==> src/rtl/usr_pkg.sv <==
// Shared types for the universal shift register: operation modes and burst FSM states.
package usr_pkg;

  // Operation selected by the 3-bit mode input.
  typedef enum logic [2:0] {
    SRL  = 3'd0,  // logical shift right, zero fill
    SRA  = 3'd1,  // arithmetic shift right, sign fill
    SLL  = 3'd2,  // logical shift left, zero fill
    ROR  = 3'd3,  // rotate right
    ROL  = 3'd4,  // rotate left
    SIR  = 3'd5,  // serial-in right (ser_in enters at the MSB)
    SIL  = 3'd6,  // serial-in left (ser_in enters at the LSB)
    HOLD = 3'd7   // no change
  } usr_mode_e;

  // Burst sequencer states.
  typedef enum logic {
    IDLE = 1'b0,
    RUN  = 1'b1
  } usr_state_e;

endpackage : usr_pkg

==> src/rtl/usr_shift_core.sv <==
// Combinational shift datapath shared by the single-step and burst paths.
// Produces the next register value and the bit that leaves the register.
// bit_valid is low when the operation moves nothing out (HOLD, amt = 0), so the
// caller keeps its previous ser_out in that case.
module usr_shift_core
  import usr_pkg::*;
#(
  parameter int WIDTH   = 8,
  parameter int SHAMT_W = $clog2(WIDTH)
) (
  input  logic [WIDTH-1:0]   q,
  input  usr_mode_e          mode,
  input  logic [SHAMT_W-1:0] amt,
  input  logic               ser_in,
  output logic [WIDTH-1:0]   q_next,
  output logic               bit_out,
  output logic               bit_valid
);

  logic               amt_ok;
  logic [SHAMT_W-1:0] amt_m1;
  logic [WIDTH-1:0]   pre_r;
  logic [WIDTH-1:0]   pre_l;
  logic [2*WIDTH-1:0] dbl;
  logic [2*WIDTH-1:0] rot_r;
  logic [2*WIDTH-1:0] rot_l;
  logic [WIDTH-1:0]   sra_val;

  // A zero distance, or one outside 0..WIDTH-1, moves nothing.
  assign amt_ok  = (amt != '0) && (int'(amt) < WIDTH);
  assign amt_m1  = amt - SHAMT_W'(1);

  // Shifting by (a-1) parks the outgoing bit at an end of the word, which avoids
  // computing WIDTH-a as an index: q[a-1] lands at bit 0, q[WIDTH-a] at the MSB.
  assign pre_r   = q >> amt_m1;
  assign pre_l   = q << amt_m1;

  // Rotates come from a doubled copy of the word.
  assign dbl     = {q, q};
  assign rot_r   = dbl >> amt;
  assign rot_l   = dbl << amt;
  assign sra_val = $signed(q) >>> amt;

  // Select the result for the requested operation.
  always_comb begin
    // NOTE: every output gets a default first so no path can infer a latch.
    q_next    = q;
    bit_out   = 1'b0;
    bit_valid = 1'b0;
    unique case (mode)
      SRL: if (amt_ok) begin
        q_next    = q >> amt;
        bit_out   = pre_r[0];
        bit_valid = 1'b1;
      end
      SRA: if (amt_ok) begin
        q_next    = sra_val;
        bit_out   = pre_r[0];
        bit_valid = 1'b1;
      end
      SLL: if (amt_ok) begin
        q_next    = q << amt;
        bit_out   = pre_l[WIDTH-1];
        bit_valid = 1'b1;
      end
      ROR: if (amt_ok) begin
        q_next    = rot_r[WIDTH-1:0];
        bit_out   = pre_r[0];
        bit_valid = 1'b1;
      end
      ROL: if (amt_ok) begin
        q_next    = rot_l[2*WIDTH-1:WIDTH];
        bit_out   = pre_l[WIDTH-1];
        bit_valid = 1'b1;
      end
      SIR: begin
        q_next    = {ser_in, q[WIDTH-1:1]};
        bit_out   = q[0];
        bit_valid = 1'b1;
      end
      SIL: begin
        q_next    = {q[WIDTH-2:0], ser_in};
        bit_out   = q[WIDTH-1];
        bit_valid = 1'b1;
      end
      default: begin
        q_next    = q;
        bit_out   = 1'b0;
        bit_valid = 1'b0;
      end
    endcase
  end

endmodule : usr_shift_core

==> src/rtl/univ_shift_reg.sv <==
// Universal shift register: parallel load, single-step shifts on ena, and an
// autonomous burst of N steps with a busy/done handshake.
// Edge priority: reset > load > burst step > burst accept > ena step.
module univ_shift_reg
  import usr_pkg::*;
#(
  parameter int WIDTH   = 8,
  parameter int SHAMT_W = $clog2(WIDTH),
  parameter int CNT_W   = 8
) (
  input  logic               clk,
  input  logic               reset,
  input  logic               load,
  input  logic [WIDTH-1:0]   data,
  input  logic               ena,
  input  logic [2:0]         mode,
  input  logic [SHAMT_W-1:0] amt,
  input  logic               ser_in,
  input  logic               start,
  input  logic [CNT_W-1:0]   count,
  output logic [WIDTH-1:0]   q,
  output logic               ser_out,
  output logic               busy,
  output logic               done
);

  usr_state_e         state,    state_n;
  logic [CNT_W-1:0]   rem,      rem_n;
  usr_mode_e          lat_mode, lat_mode_n;
  logic [SHAMT_W-1:0] lat_amt,  lat_amt_n;
  logic [WIDTH-1:0]   q_n;
  logic               ser_n;
  logic               done_n;

  usr_mode_e          core_mode;
  logic [SHAMT_W-1:0] core_amt;
  logic [WIDTH-1:0]   core_q;
  logic               core_bit;
  logic               core_valid;

  // During a burst the latched operation drives the datapath; otherwise the live inputs.
  assign core_mode = (state == RUN) ? lat_mode : usr_mode_e'(mode);
  assign core_amt  = (state == RUN) ? lat_amt  : amt;
  assign busy      = (state == RUN);

  usr_shift_core #(
    .WIDTH   (WIDTH),
    .SHAMT_W (SHAMT_W)
  ) u_core (
    .q         (q),
    .mode      (core_mode),
    .amt       (core_amt),
    .ser_in    (ser_in),
    .q_next    (core_q),
    .bit_out   (core_bit),
    .bit_valid (core_valid)
  );

  // Next-state and next-output selection in edge-priority order.
  always_comb begin
    state_n    = state;
    rem_n      = rem;
    lat_mode_n = lat_mode;
    lat_amt_n  = lat_amt;
    q_n        = q;
    ser_n      = ser_out;
    done_n     = 1'b0;

    if (load) begin
      // A load aborts any burst silently: no done pulse.
      q_n     = data;
      state_n = IDLE;
      rem_n   = '0;
    end else if (state == RUN) begin
      q_n   = core_q;
      if (core_valid) ser_n = core_bit;
      rem_n = rem - CNT_W'(1);
      if (rem == CNT_W'(1)) begin
        state_n = IDLE;
        done_n  = 1'b1;
      end
    end else if (start) begin
      // Accept edge: latch the operation, no shift this cycle.
      if (count != '0) begin
        state_n    = RUN;
        rem_n      = count;
        lat_mode_n = usr_mode_e'(mode);
        lat_amt_n  = amt;
      end else begin
        done_n = 1'b1;
      end
    end else if (ena) begin
      q_n = core_q;
      if (core_valid) ser_n = core_bit;
    end
  end

  // State and output registers with synchronous reset.
  always_ff @(posedge clk) begin
    // NOTE: non-blocking assignments so every register samples pre-edge values.
    if (reset) begin
      state    <= IDLE;
      rem      <= '0;
      lat_mode <= SRL;
      lat_amt  <= '0;
      q        <= '0;
      ser_out  <= 1'b0;
      done     <= 1'b0;
    end else begin
      state    <= state_n;
      rem      <= rem_n;
      lat_mode <= lat_mode_n;
      lat_amt  <= lat_amt_n;
      q        <= q_n;
      ser_out  <= ser_n;
      done     <= done_n;
    end
  end

endmodule : univ_shift_reg
==> config.mk <==
export PLATFORM = sky130hd
export DESIGN_NAME = univ_shift_reg
export DESIGN_NICKNAME = d
export VERILOG_FILES = /design/src/rtl/usr_pkg.sv /design/src/rtl/usr_shift_core.sv /design/src/rtl/univ_shift_reg.sv
export SDC_FILE = /design/constraint.sdc
export NUM_CORES = 1
export LEC_CHECK = 0
export CAP_MARGIN = 20
export CORE_MARGIN = 2
export CORE_UTILIZATION = 35
export CTS_BUF_LIST = sky130_fd_sc_hd__clkbuf_2
export DETAILED_ROUTE_END_ITERATION = 6
export PLACE_DENSITY = 0.65
export RECOVER_POWER = 100
export SLEW_MARGIN = 20
export SYNTH_ARGS = -nofsm -noshare
export SYNTH_HDL_FRONTEND = slang
export SYNTH_SLANG_ARGS = --single-unit
==> constraint.sdc <==
create_clock -name clk -period 3.6 [get_ports clk]
set_clock_uncertainty 0.2 [all_clocks]
set_input_delay 0.36 -clock clk [delete_from_list [all_inputs] [get_ports clk]]
set_output_delay 0.36 -clock clk [all_outputs]
set_load 0.02 [all_outputs]
# Word level (Yosys, flattened, before mapping)
# Cells that the tools add are included.
# op_classes
addsub	2
eq_ne	9
shifts	7
n_mux	32
n_bitwise	2
n_reduce_logical	16
# op_table
operator	n
8-bit two-way mux	12
8-bit one-hot mux with 7 select lines	1
16-bit by 3-bit left shift with 16-bit output	1
8-bit by 3-bit left shift with 8-bit output	2
16-bit by 3-bit right shift with 8-bit output	1
1-bit two-way mux	15
3-bit equality test (second input constant)	3
8-bit by 1-bit equality test with 1-bit output (second input constant)	1
8-bit nonzero test	1
8-bit by 3-bit right shift with 1-bit output	1
8-bit by 3-bit right shift with 8-bit output	1
8-bit by 3-bit >>> shifter with 8-bit output	1
8-bit by 1-bit subtractor with 8-bit output (second input constant)	1
3-bit by 2-bit equality test with 1-bit output (second input constant)	2
3-bit two-way mux	2
2-bit nonzero test	3
3-bit nonzero test	2
2-bit OR reduction	3
5-bit OR reduction	1
1-bit one-hot mux with 4 select lines	1
2-bit AND reduction	2
4-bit AND reduction	1
3-bit by 1-bit equality test with 1-bit output (second input constant)	1
3-bit zero test	1
other kinds (7)	8
# totals
ff_bits	25
input_bits	28

# Longest topological paths before layout
# Gate-level depths: netlist of run 1.
# depth
word_depth	9
ltp_mapped	11
depth_no_buf	9

# By module
# A second synthesis of run 1 with hierarchy kept.
# hier_totals
hier_cells	383
area_unflattened_um2	2926.6
# modules_own_cells
mod	n_inst	cells_per_inst	area_per_inst_um2	seq_area_each_um2
usr_shift_core	1	239	1627.8	0.0
univ_shift_reg	1	144	1298.7	500.5

# Worst setup path after synthesis of run 1
# Ideal clock, no wire load.
# synth_timing
kind	register to register
startpoint	register state (netlist: busy)
endpoint	register q[7]
arrival_time_ns	2.373
required_time_ns	3.284
slack_ns	0.910
stages_incl_launch_ff	10
n_path_buf	2
period_less_slack_ns	2.690
cell_sequence	dfxtp_1 -> buf_6 -> mux2_4 -> inv_4 -> buf_2 -> ha_1 -> ha_1 -> nand2b_1 -> or4_1 -> o211a_1
# synth_between
elab_chain_len	8
# synth_rtl
item	line_no	rtl
from (decl)	univ_shift_reg.sv:27	usr_state_e state, state_n;
from (signal assigned)	univ_shift_reg.sv:110	state <= state_n;
3-bit two-way mux	univ_shift_reg.sv:43	assign core_amt = (state == RUN) ? lat_amt : amt;
16-bit by 3-bit left shift with 16-bit output, or another cell as far along	usr_shift_core.sv:41	assign rot_l = dbl << amt;
8-bit two-way mux (on tied branches)	--	
8-bit one-hot mux with 7 select lines	usr_shift_core.sv:50	unique case (mode)
8-bit two-way mux	univ_shift_reg.sv:92	end else if (ena) begin
8-bit two-way mux	univ_shift_reg.sv:82	end else if (start) begin
8-bit two-way mux	univ_shift_reg.sv:74	end else if (state == RUN) begin
8-bit two-way mux	univ_shift_reg.sv:69	if (load) begin
to (signal assigned)	univ_shift_reg.sv:114	q <= q_n;
to (decl)	univ_shift_reg.sv:21	output logic [WIDTH-1:0] q,
# Several ways; a longest one is shown, not always the timed one. The select of a mux whose other input is x is not followed.
# A chain may end at the register's enable or synchronous reset.

# Worst setup path in the final report of run 1
# layout_timing
startpoint	register state (netlist: busy)
endpoint	register q[6]
# Same word-level chain as after synthesis.

==> summary.md, run 1 <==
| Metric | Value |
|---|---|
| Post-route ant nets | 0 |
| CTS tree | built |
| Clock latency on the worst-skew pair | 0.37 ns |
| Port Buf Inserts | 38 |
| Share of layout cells above drive strength 1 | 11.4% |
| R2r startpoint | busy |
| Crit-path leading delay family | compound AO/OA/AOI/OAI gates |
| Synth top cells by count | 44 x nand2_1, 31 x a21oi_1, 25 x dfxtp_1 |
| Sw power | 0.346 mW |
| Final WL | 8800 µm |
| Start point of the worst hold path | lat_amt[1] |
| Non-Filler Instances | 460 |
| Core Area | 0.00737 mm² |
| Synth top area share | 18.6% |
| Largest area contributor in the netlist | dfxtp_1 |
| Residual DRC | 0 |
| Crit share post-route | 84.3% |
| P per Cell Area | 269 mW/mm² |
| Ys flop type | dfxtp_1 |
| Share of power burned in registers | 40.7% |
| Maximum vdd ir drop | 139 µV |
| Synthesized area per cell | 7.95 µm² |
| Setup_tns | 0 ns |
| Synth area leaders | dfxtp_1 19%, mux4_2 9.2%, nand2_1 6.1% |
| CP required | 3.71 ns |
| CP endpoint kind | flip-flop |
| Fin. Hold Viols | 0 |
| Comb pwr share | 44.8% |
| Vias per inst | 6.42 |
| Crit path from | busy |
| WP data arrival | 3.14 ns |
| EDFF count, synth | 0 |
| Switching fraction of total power | 41.6% |
| Fmax achieved | 329 MHz |
| Grt ovf | 0 |
| Die height | 91.7 µm |
| Synth cell types | 71 |
| Placed cell areas | 0.00311 mm² |
| Bufs and invs on worst path | 2 |
| Status | finished clean |
| Die X | 91.7 µm |
| Clock share of power | 14.5% |
| Sequential fraction of the synthesis area | 18.6% |
| Row cnt | 31 |
| Root buf cell | clkbuf_2 |
| Worst Tran Pin Value | 0.801 ns |
| Slowest cell on the critical path | dfxtp_1 |
| CP Class | reg -> reg |
| Count leader, synth | nand2_1 |
| Die area | 0.00841 mm² |
| Cts repair resizes | 0 |
| Overall routing resource usage | 20.3% |
| Fin crit period | 3.04 ns |
| Clock slew at reported path FFs | 0.26 ns |
| First-pass DRT Iterations | 5 |
| Max Transition Viols Final | 0 |
| Post-Place Cells | 456 |
| Clk buf depth | 2 |
| Max FO, Critical Path | 18 |
| Max_cap viols | 0 |
| I/O pin count | 39 |
| Initial antenna violation count | 0 |
| Lkg Pwr | 1.07 nW |
| Slew HR | 46.6% |
| RSZ-0062 raised after global routing | no |
| Post-CTS Hold Fix Bufs | 0 |
| First-pass GRT wire length | 13900 µm |
| Area growth syn-to-layout | 14.8% |
| Syn Inst Count | 339 |
| Drt wl/cell | 19.1 µm |
| Warning count from the yosys run | 0 |
| N_diodes | 0 |
| Final setup viols | 0 |
| Total power draw | 0.832 mW |
| 1st-iter DRT viols | 296 |
| Total CTS buffers | 3 |
| Crit start category | flip-flop |
| Vias in the first global route | 2734 |
| Post-detail-place hpwl | 6420 µm |
| Total number of vias | 2952 |
| Mapped Area | 0.00269 mm² |
| Most frequent cell on the critical path | ha_1 |
| Final-stage net count | 394 |
| Routability cong. | 1.01 |
| Largest net degree at the start of global routing | 31 |
| Max incr delay on CP | 0.53 ns |
| Initial Util | 36.6% |
| CP cell instances | mux2_4, inv_4, ha_1, ha_1, a211oi_1, clkbuf_1, nand3_1, a31o_1, o32ai_1 |
| Post-route cell area | 0.00309 mm² |
| FF+latch count, synth | 25 |
| CTS H-Tree Depth | 1 |
| Syn nets | 371 |
| Hold Crit Class | reg -> reg |
| Asr flop ratio synth | 0% |
| Post-CTS setup buffer count | 0 |
| Clock sinks | 25 |
| Fill count | 765 |
| Int Power | 0.486 mW |
==> final timing paths <==
check / slack, ns / endpoint / cells past startpoint
max: 0.56 / q[6] / 9
min: 0.30 / lat_amt[1] / 2
max reg2reg: 0.56 / q[6] / 9
min reg2reg: 0.30 / lat_amt[1] / 2
==> flip-flops by register name (all words and copies together) (netlist names) <==
signal	cells
busy	1
ser_out	1
lat_amt	3
lat_mode	3
q	8
rem	8
done	1
==> cells in the final DEF, fill, tap and decap left out, types with 4 or more instances in the layout <==
| master | synthesis | routed |
|---|---|---|
| a22oi_1 | 11 | 11 |
| nand3_1 | 8 | 8 |
| o211ai_1 | 5 | 5 |
| inv_1 | 5 | 5 |
| dlygate4sd3_1 | 0 | 12 |
| clkbuf_1 | 18 | 4 |
| mux2i_1 | 10 | 10 |
| nand2_1 | 44 | 44 |
| mux4_2 | 11 | 11 |
| a21oi_1 | 31 | 31 |
| o21ai_0 | 20 | 20 |
| a211oi_1 | 8 | 9 |
| ha_1 | 4 | 4 |
| nor3_1 | 10 | 10 |
| buf_4 | 1 | 5 |
| nor2_1 | 24 | 24 |
| nor2b_1 | 6 | 6 |
| dfxtp_1 | 25 | 25 |
| mux2_4 | 4 | 4 |
| clkdlybuf4s50_1 | 0 | 26 |
| nor3b_1 | 4 | 4 |
==> metal layers <==
metal	wire length, µm	GRT usage [%]
met4	418	10.8
met2	4050	33.0
met5	0	0
met1	3720	26.8
met3	618	1.40
==> cells by family after synthesis <==
kind of cell,count (synthesis),share of synthesized area [%]
simple gates,126,24.3
compound gates,116,29.9
buf+inv,37,7.43
mux,29,17.3
flops,25,18.6
fa+ha+maj,4,1.86
xor+xnor,2,0.650
==> stage by stage <==
stage | hold WS, ns | utilization (%) | setup slack, ns
finish | 0.297 | 42.0 | 0.564
CTS | 0.301 | 42.4 | 0.842
global route | 0.311 | 42.0 | 0.370
detailed placement | 0.272 | 42.1 | 0.573
floorplan | 0.229 | - | 0.910
global placement | 0.265 | 42.1 | 0.602
==> area by class of cell <==
| cell class | instances | area, µm² | share of cell area, % |
|---|---|---|---|
| multi-input cells | 277 | 1980 | 63.9 |
| well taps | 99 | 124 | 4.00 |
| clock buffers | 3 | 15.0 | 0.485 |
| inverters | 8 | 40.0 | 1.29 |
| repair buffers | 47 | 433 | 14.0 |
| flip-flops and latches | 25 | 500 | 16.2 |
| clock inverters | 1 | 5.00 | 0.162 |
==> power groups by stage <==
stage | Sequential (mW) | Combinational [mW] | Clock (mW)
global route | 0.341 | 0.399 | 0.136
global placement | 0.343 | 0.373 | 0
CTS | 0.337 | 0.376 | 0.129
floorplan | 0.323 | 0.271 | 0
detailed placement | 0.342 | 0.374 | 0
finish | 0.339 | 0.372 | 0.121
==> worst reg2reg max path, stage by stage, from the launching register on <==
cell	delay [ns]
dfxtp_1	0.53
mux2_4	0.37
inv_4	0.16
ha_1	0.22
ha_1	0.25
a211oi_1	0.21
clkbuf_1	0.42
nand3_1	0.18
a31o_1	0.22
o32ai_1	0.21
(Power assumes the default switching activity.)
==> run 2: changes to the inputs <==
- clock period: 3.6 -> 2.9 ns (I/O delays scaled with it)
==> run 2 against run 1 <==
  * Combinational power is 31% higher
  * Highest routed layer unchanged
  * Cell area up 3.8%
  * Die area did not move
  * Fmax up 14%
  * First-iteration DRC count grew 40%
  * Global-route usage increased by 1.0 points
  * Wire length increased by 2.4%
==> summary.md, run 2 (synthesis results as in run 1) <==
| Metric | Value |
|---|---|
| Final setup viols | 0 |
| Port Buf Inserts | 38 |
| Initial antenna violation count | 0 |
| Area growth syn-to-layout | 19.2% |
| Fin. Hold Viols | 0 |
| Most frequent cells in the layout | 44 x nand2_1, 31 x a21oi_1, 27 x clkdlybuf4s50_1 |
| Crit share post-route | 92.0% |
| Cts repair resizes | 0 |
| FF/Latch Area | 500 µm² |
| Setup_tns | 0 ns |
| Fill count | 767 |
| Share of layout cells above drive strength 1 | 15.5% |
| Placed cell areas | 0.00321 mm² |
| Routability cong. | 0.984 |
| Residual DRC | 0 |
| Max Transition Viols Final | 0 |
| Max_cap viols | 0 |
| Clock slew at reported path FFs | 0.27 ns |
| Die X | 91.7 µm |
| Hold Crit Class | in -> reg |
| Hold depth | 3 |
| Non-Filler Instances | 474 |
| Drt wl/cell | 19.0 µm |
| Post-route cell area | 0.00321 mm² |
| Core Area | 0.00737 mm² |
| Initial Util | 36.6% |
| I/O pin count | 39 |
| P per Cell Area | 331 mW/mm² |
| Grt ovf | 0 |
| Area occupied by multi-input gates | 0.00198 mm² |
| Total number of vias | 3012 |
| Vias per inst | 6.35 |
| RSZ-0062 raised after global routing | no |
| Maximum vdd ir drop | 162 µV |
| Worst reg2reg path depth | 7 |
| WP data arrival | 2.77 ns |
| CTS H-Tree Depth | 1 |
| CP required | 3.00 ns |
| Root buf cell | clkbuf_2 |
| Slew HR | 63.3% |
| Overall routing resource usage | 21.3% |
| Largest net degree at the start of global routing | 18 |
| CP Class | reg -> reg |
| Post-CTS Hold Fix Bufs | 0 |
| Post-route ant nets | 0 |
| Leading registers by flop count | q: 8 flops, rem: 8 flops |
| Fmax achieved | 375 MHz |
| Lkg Pwr | 1.15 nW |
| First-pass GRT wire length | 14700 µm |
| Clk buf depth | 2 |
| Commonest non-fill, non-tap cell in the layout | nand2_1 |
| Clock sinks | 25 |
| Die area | 0.00841 mm² |
| Row cnt | 31 |
| 1st-iter DRT viols | 415 |
| Final-stage net count | 408 |
| Post-detail-place hpwl | 6680 µm |
| Fin crit period | 2.67 ns |
| Post-CTS setup buffer count | 0 |
| Status | finished clean |
| N_diodes | 0 |
| Post-Place Cells | 470 |
| Worst Tran Pin Value | 0.549 ns |
| CTS tree | built |
| Crit start category | flip-flop |
| Die height | 91.7 µm |
| Final WL | 9020 µm |
| Clock latency on the worst-skew pair | 0.38 ns |
| Min Hold Slack | 0.242 ns |
| First-pass DRT Iterations | 5 |
| CP endpoint kind | flip-flop |
| Total CTS buffers | 3 |
| Vias in the first global route | 2947 |
| Max FO, Critical Path | 15 |
| Final core occ | 43.6% |
-- run 2: cell count changes in the layout (fill, tap and decap cells not counted), sizes merged --
cell / change
dlygate4sd3: -1
buf: +17
clkdlybuf4s50: +1
clkinv: -1
clkbuf: -2
-- run 2: area by class of cell --
| class | instances | share of cell area [%] |
|---|---|---|
| sequential | 25 | 15.6 |
| multi-input combinational | 277 | 61.6 |
| tap | 99 | 3.86 |
| clock buffer | 4 | 0.623 |
| timing repair buffer | 61 | 17.1 |
| inverter | 8 | 1.25 |
-- run 2: power breakdown --
part / internal (mW) / total (mW) / switching, mW
registers: 0.365 / 0.418 / 0.0530
logic: 0.226 / 0.488 / 0.263
clock network: 0.0363 / 0.157 / 0.121
-- run 2: through the flow --
step	power, mW	setup WS, ns
floorplan	0.737	0.210
global route	1.12	0.0613
finish	1.06	0.232
global placement	0.909	0.123
CTS	1.06	0.286
detailed placement	0.909	0.132
-- run 2: metal layers --
layer	vias up	routed length (µm)	global-route usage, %
met5	-	0	0
met4	0	376	9.08
met3	43	854	3.94
met2	209	4150	34.9
met1	1382	3640	27.5
li1	1378	-	-
-- run 2: worst paths after layout --
kind / startpoint / endpoint / slack (ns)
max: busy / q[0] / 0.23
max reg2reg: busy / q[0] / 0.23
min: amt[1] / lat_amt[1] / 0.24
min reg2reg: lat_amt[2] / lat_amt[2] / 0.30
-- run 2: worst max-delay path, stage by stage, from the launching register on --
cell       delay (ns)
dfxtp_1          0.55
buf_4            0.27
mux2i_1          0.44
nor2_2           0.16
a22oi_1          0.29
o221ai_1         0.18
a2111oi_0        0.38
o22ai_1          0.14
==> run 3: changes to the inputs <==
- CORE_UTILIZATION: 35 -> 45
- PLACE_DENSITY: 0.65 -> 0.81
- clock period: 2.9 -> 2.2 ns (I/O delays scaled with it)
==> run 3 against run 2 <==
  * The flow now finishes with violations (setup timing)
  * Register-to-register slack lost 0.41 ns
  * Fmax grew 12%
  * First-iteration DRC count grew 22%
  * Cell count grew 8.0%
  * Cell area grew 22%
  * Worst setup slack lost 0.41 ns
  * Sequential power grew 31%
  * Global-route usage grew 11 points
  * Critical path depth shrank 1
  * Via count grew 9.2%
  * Count of clock-buffer cells in the layout shrank 1
  * Highest routed layer unchanged
==> summary.md, run 3 (synthesis results as in run 1) <==
| Metric | Value |
|---|---|
| Status | complete, but fails checks |
| Failing checks | setup timing |
| Clk buf depth | 2 |
| Die X | 81.4 µm |
| Max Transition Viols Final | 0 |
| Fin crit period | 2.38 ns |
| Fin. Hold Viols | 0 |
| Core Area | 0.00585 mm² |
| Setup WS post-layout | -0.181 ns |
| Clock slew at reported path FFs | 0.27 ns |
| Fmax achieved | 420 MHz |
| Max_cap viols | 0 |
| WP data arrival | 2.50 ns |
| I/O pin count | 39 |
| Row cnt | 28 |
| Vias in the first global route | 3167 |
| Post-CTS Hold Fix Bufs | 0 |
| Post-detail-place hpwl | 7620 µm |
| 1st-iter DRT viols | 505 |
| Post-route cell area | 0.00393 mm² |
| Die area | 0.00662 mm² |
| Routability cong. | 0.995 |
| Placed cell areas | 0.00367 mm² |
| Drt wl/cell | 20.0 µm |
| Total number of vias | 3290 |
| Vias per inst | 6.43 |
| Post-route ant nets | 0 |
| Worst Tran Pin Value | 0.536 ns |
| Initial antenna violation count | 0 |
| Clock sinks | 25 |
| Maximum vdd ir drop | 301 µV |
| Most frequent cells in the layout | 80 x buf_4, 41 x nand2_1, 34 x clkdlybuf4s50_1 |
| Lkg Pwr | 1.48 nW |
| Root buf cell | clkbuf_2 |
| Setup WS pre-CTS | -0.433 ns |
| Final WL | 10200 µm |
| Clock latency on the worst-skew pair | 0.38 ns |
| CTS tree | built |
| Final-stage net count | 470 |
| N_diodes | 0 |
| P per Cell Area | 417 mW/mm² |
| Hold Crit Class | in -> reg |
| Initial Util | 46.0% |
| Max FO, Critical Path | 5 |
| CTS H-Tree Depth | 1 |
| Die height | 81.4 µm |
| Crit start category | flip-flop |
| Crit share post-route | 108% |
| CP endpoint kind | flip-flop |
| CP required | 2.32 ns |
| Port Buf Inserts | 38 |
| Commonest non-fill, non-tap cell in the layout | buf_4 |
| First-pass GRT wire length | 15900 µm |
| Largest net degree at the start of global routing | 18 |
| Total CTS buffers | 3 |
| CP Class | reg -> reg |
| Non-Filler Instances | 512 |
| First-pass DRT Iterations | 7 |
| Area growth syn-to-layout | 46.0% |
| Share of layout cells above drive strength 1 | 36.6% |
| Final setup viols | 10 |
| RSZ-0062 raised after global routing | yes |
| Grt ovf | 0 |
| Slew HR | 63.9% |
| Overall routing resource usage | 31.9% |
| Post-Place Cells | 501 |
| Leading registers by flop count | q: 8 flops, rem: 8 flops |
| Residual DRC | 0 |
run 3: cell count changes in the layout (fill, tap and decap cells not counted), sizes merged:
cell           change
buf               +62
clkdlybuf4s50      +7
clkbuf             -2
dlygate4sd3        -8
inv                +1
dlygate4sd2        +1
clkinv             +1
run 3: worst paths after layout:
kind / start / endpoint / slack (ns) / cells after the start
max reg2reg: busy / q[2] / -0.18 / 6
min: data[4] / q[4] / 0.17 / 3
max: busy / q[2] / -0.18 / 6
min reg2reg: lat_amt[2] / lat_amt[2] / 0.30 / 2
run 3: layout make-up:
| class | count | area (µm²) |
|---|---|---|
| Timing Repair Buffer | 122 | 1050 |
| Tap cell | 75 | 93.8 |
| Inverter | 8 | 47.5 |
| Timing Repair inverter | 1 | 6.26 |
| Sequential cell | 25 | 510 |
| Clock buffer | 3 | 15.0 |
| Multi-Input combinational cell | 277 | 2210 |
| Fill cell | 469 | 1920 |
| Clock inverter | 1 | 5.00 |
run 3: repair_timing:
| action | 4_1_cts | 5_1_grt |
|---|---|---|
| setup endpoints to repair | 12 | 13 |
| endpoints found under the hold margin | 0 | 0 |
| resized for setup | 22 | 21 |
| gates cloned | 1 | 0 |
| setup buffers | 4 | 2 |
| pin swaps | 7 | 9 |
run 3: metrics by stage:
| step | hold WS (ns) | setup TNS (ns) | total power [mW] | utilization, % |
|---|---|---|---|---|
| after detailed placement | 0.268 | -3.14 | 1.34 | 62.7 |
| after global placement | 0.262 | -2.88 | 1.33 | 62.7 |
| after floorplan | 0.0983 | -1.12 | 0.993 | - |
| final | 0.172 | -1.09 | 1.64 | 67.2 |
| after CTS | 0.152 | -0.852 | 1.59 | 65.3 |
| after global routing | 0.159 | -1.61 | 1.71 | 67.2 |
run 3: metal layers:
metal / global-route usage, % / share of wire, % / vias up
met2: 52.5 / 47 / 214
met1: 41.8 / 40 / 1533
met3: 5.00 / 9.6 / 46
met5: 0 / 0 / -
met4: 12.4 / 4.1 / 0
li1: - / - / 1497
run 3: power by group:
| group | internal, mW | switching [mW] | total (mW) |
|---|---|---|---|
| sequential | 0.483 | 0.0652 | 0.548 |
| clock | 0.0412 | 0.162 | 0.203 |
| combinational | 0.452 | 0.437 | 0.889 |
run 3: critical path, cell delays in order, from the launching register on:
cell and delay [ns]:
dfxtp_4 0.46, mux2_4 0.37, inv_8 0.09, mux4_2 0.54, a2111oi_4 0.31, nand2_1 0.10, a41o_1 0.24
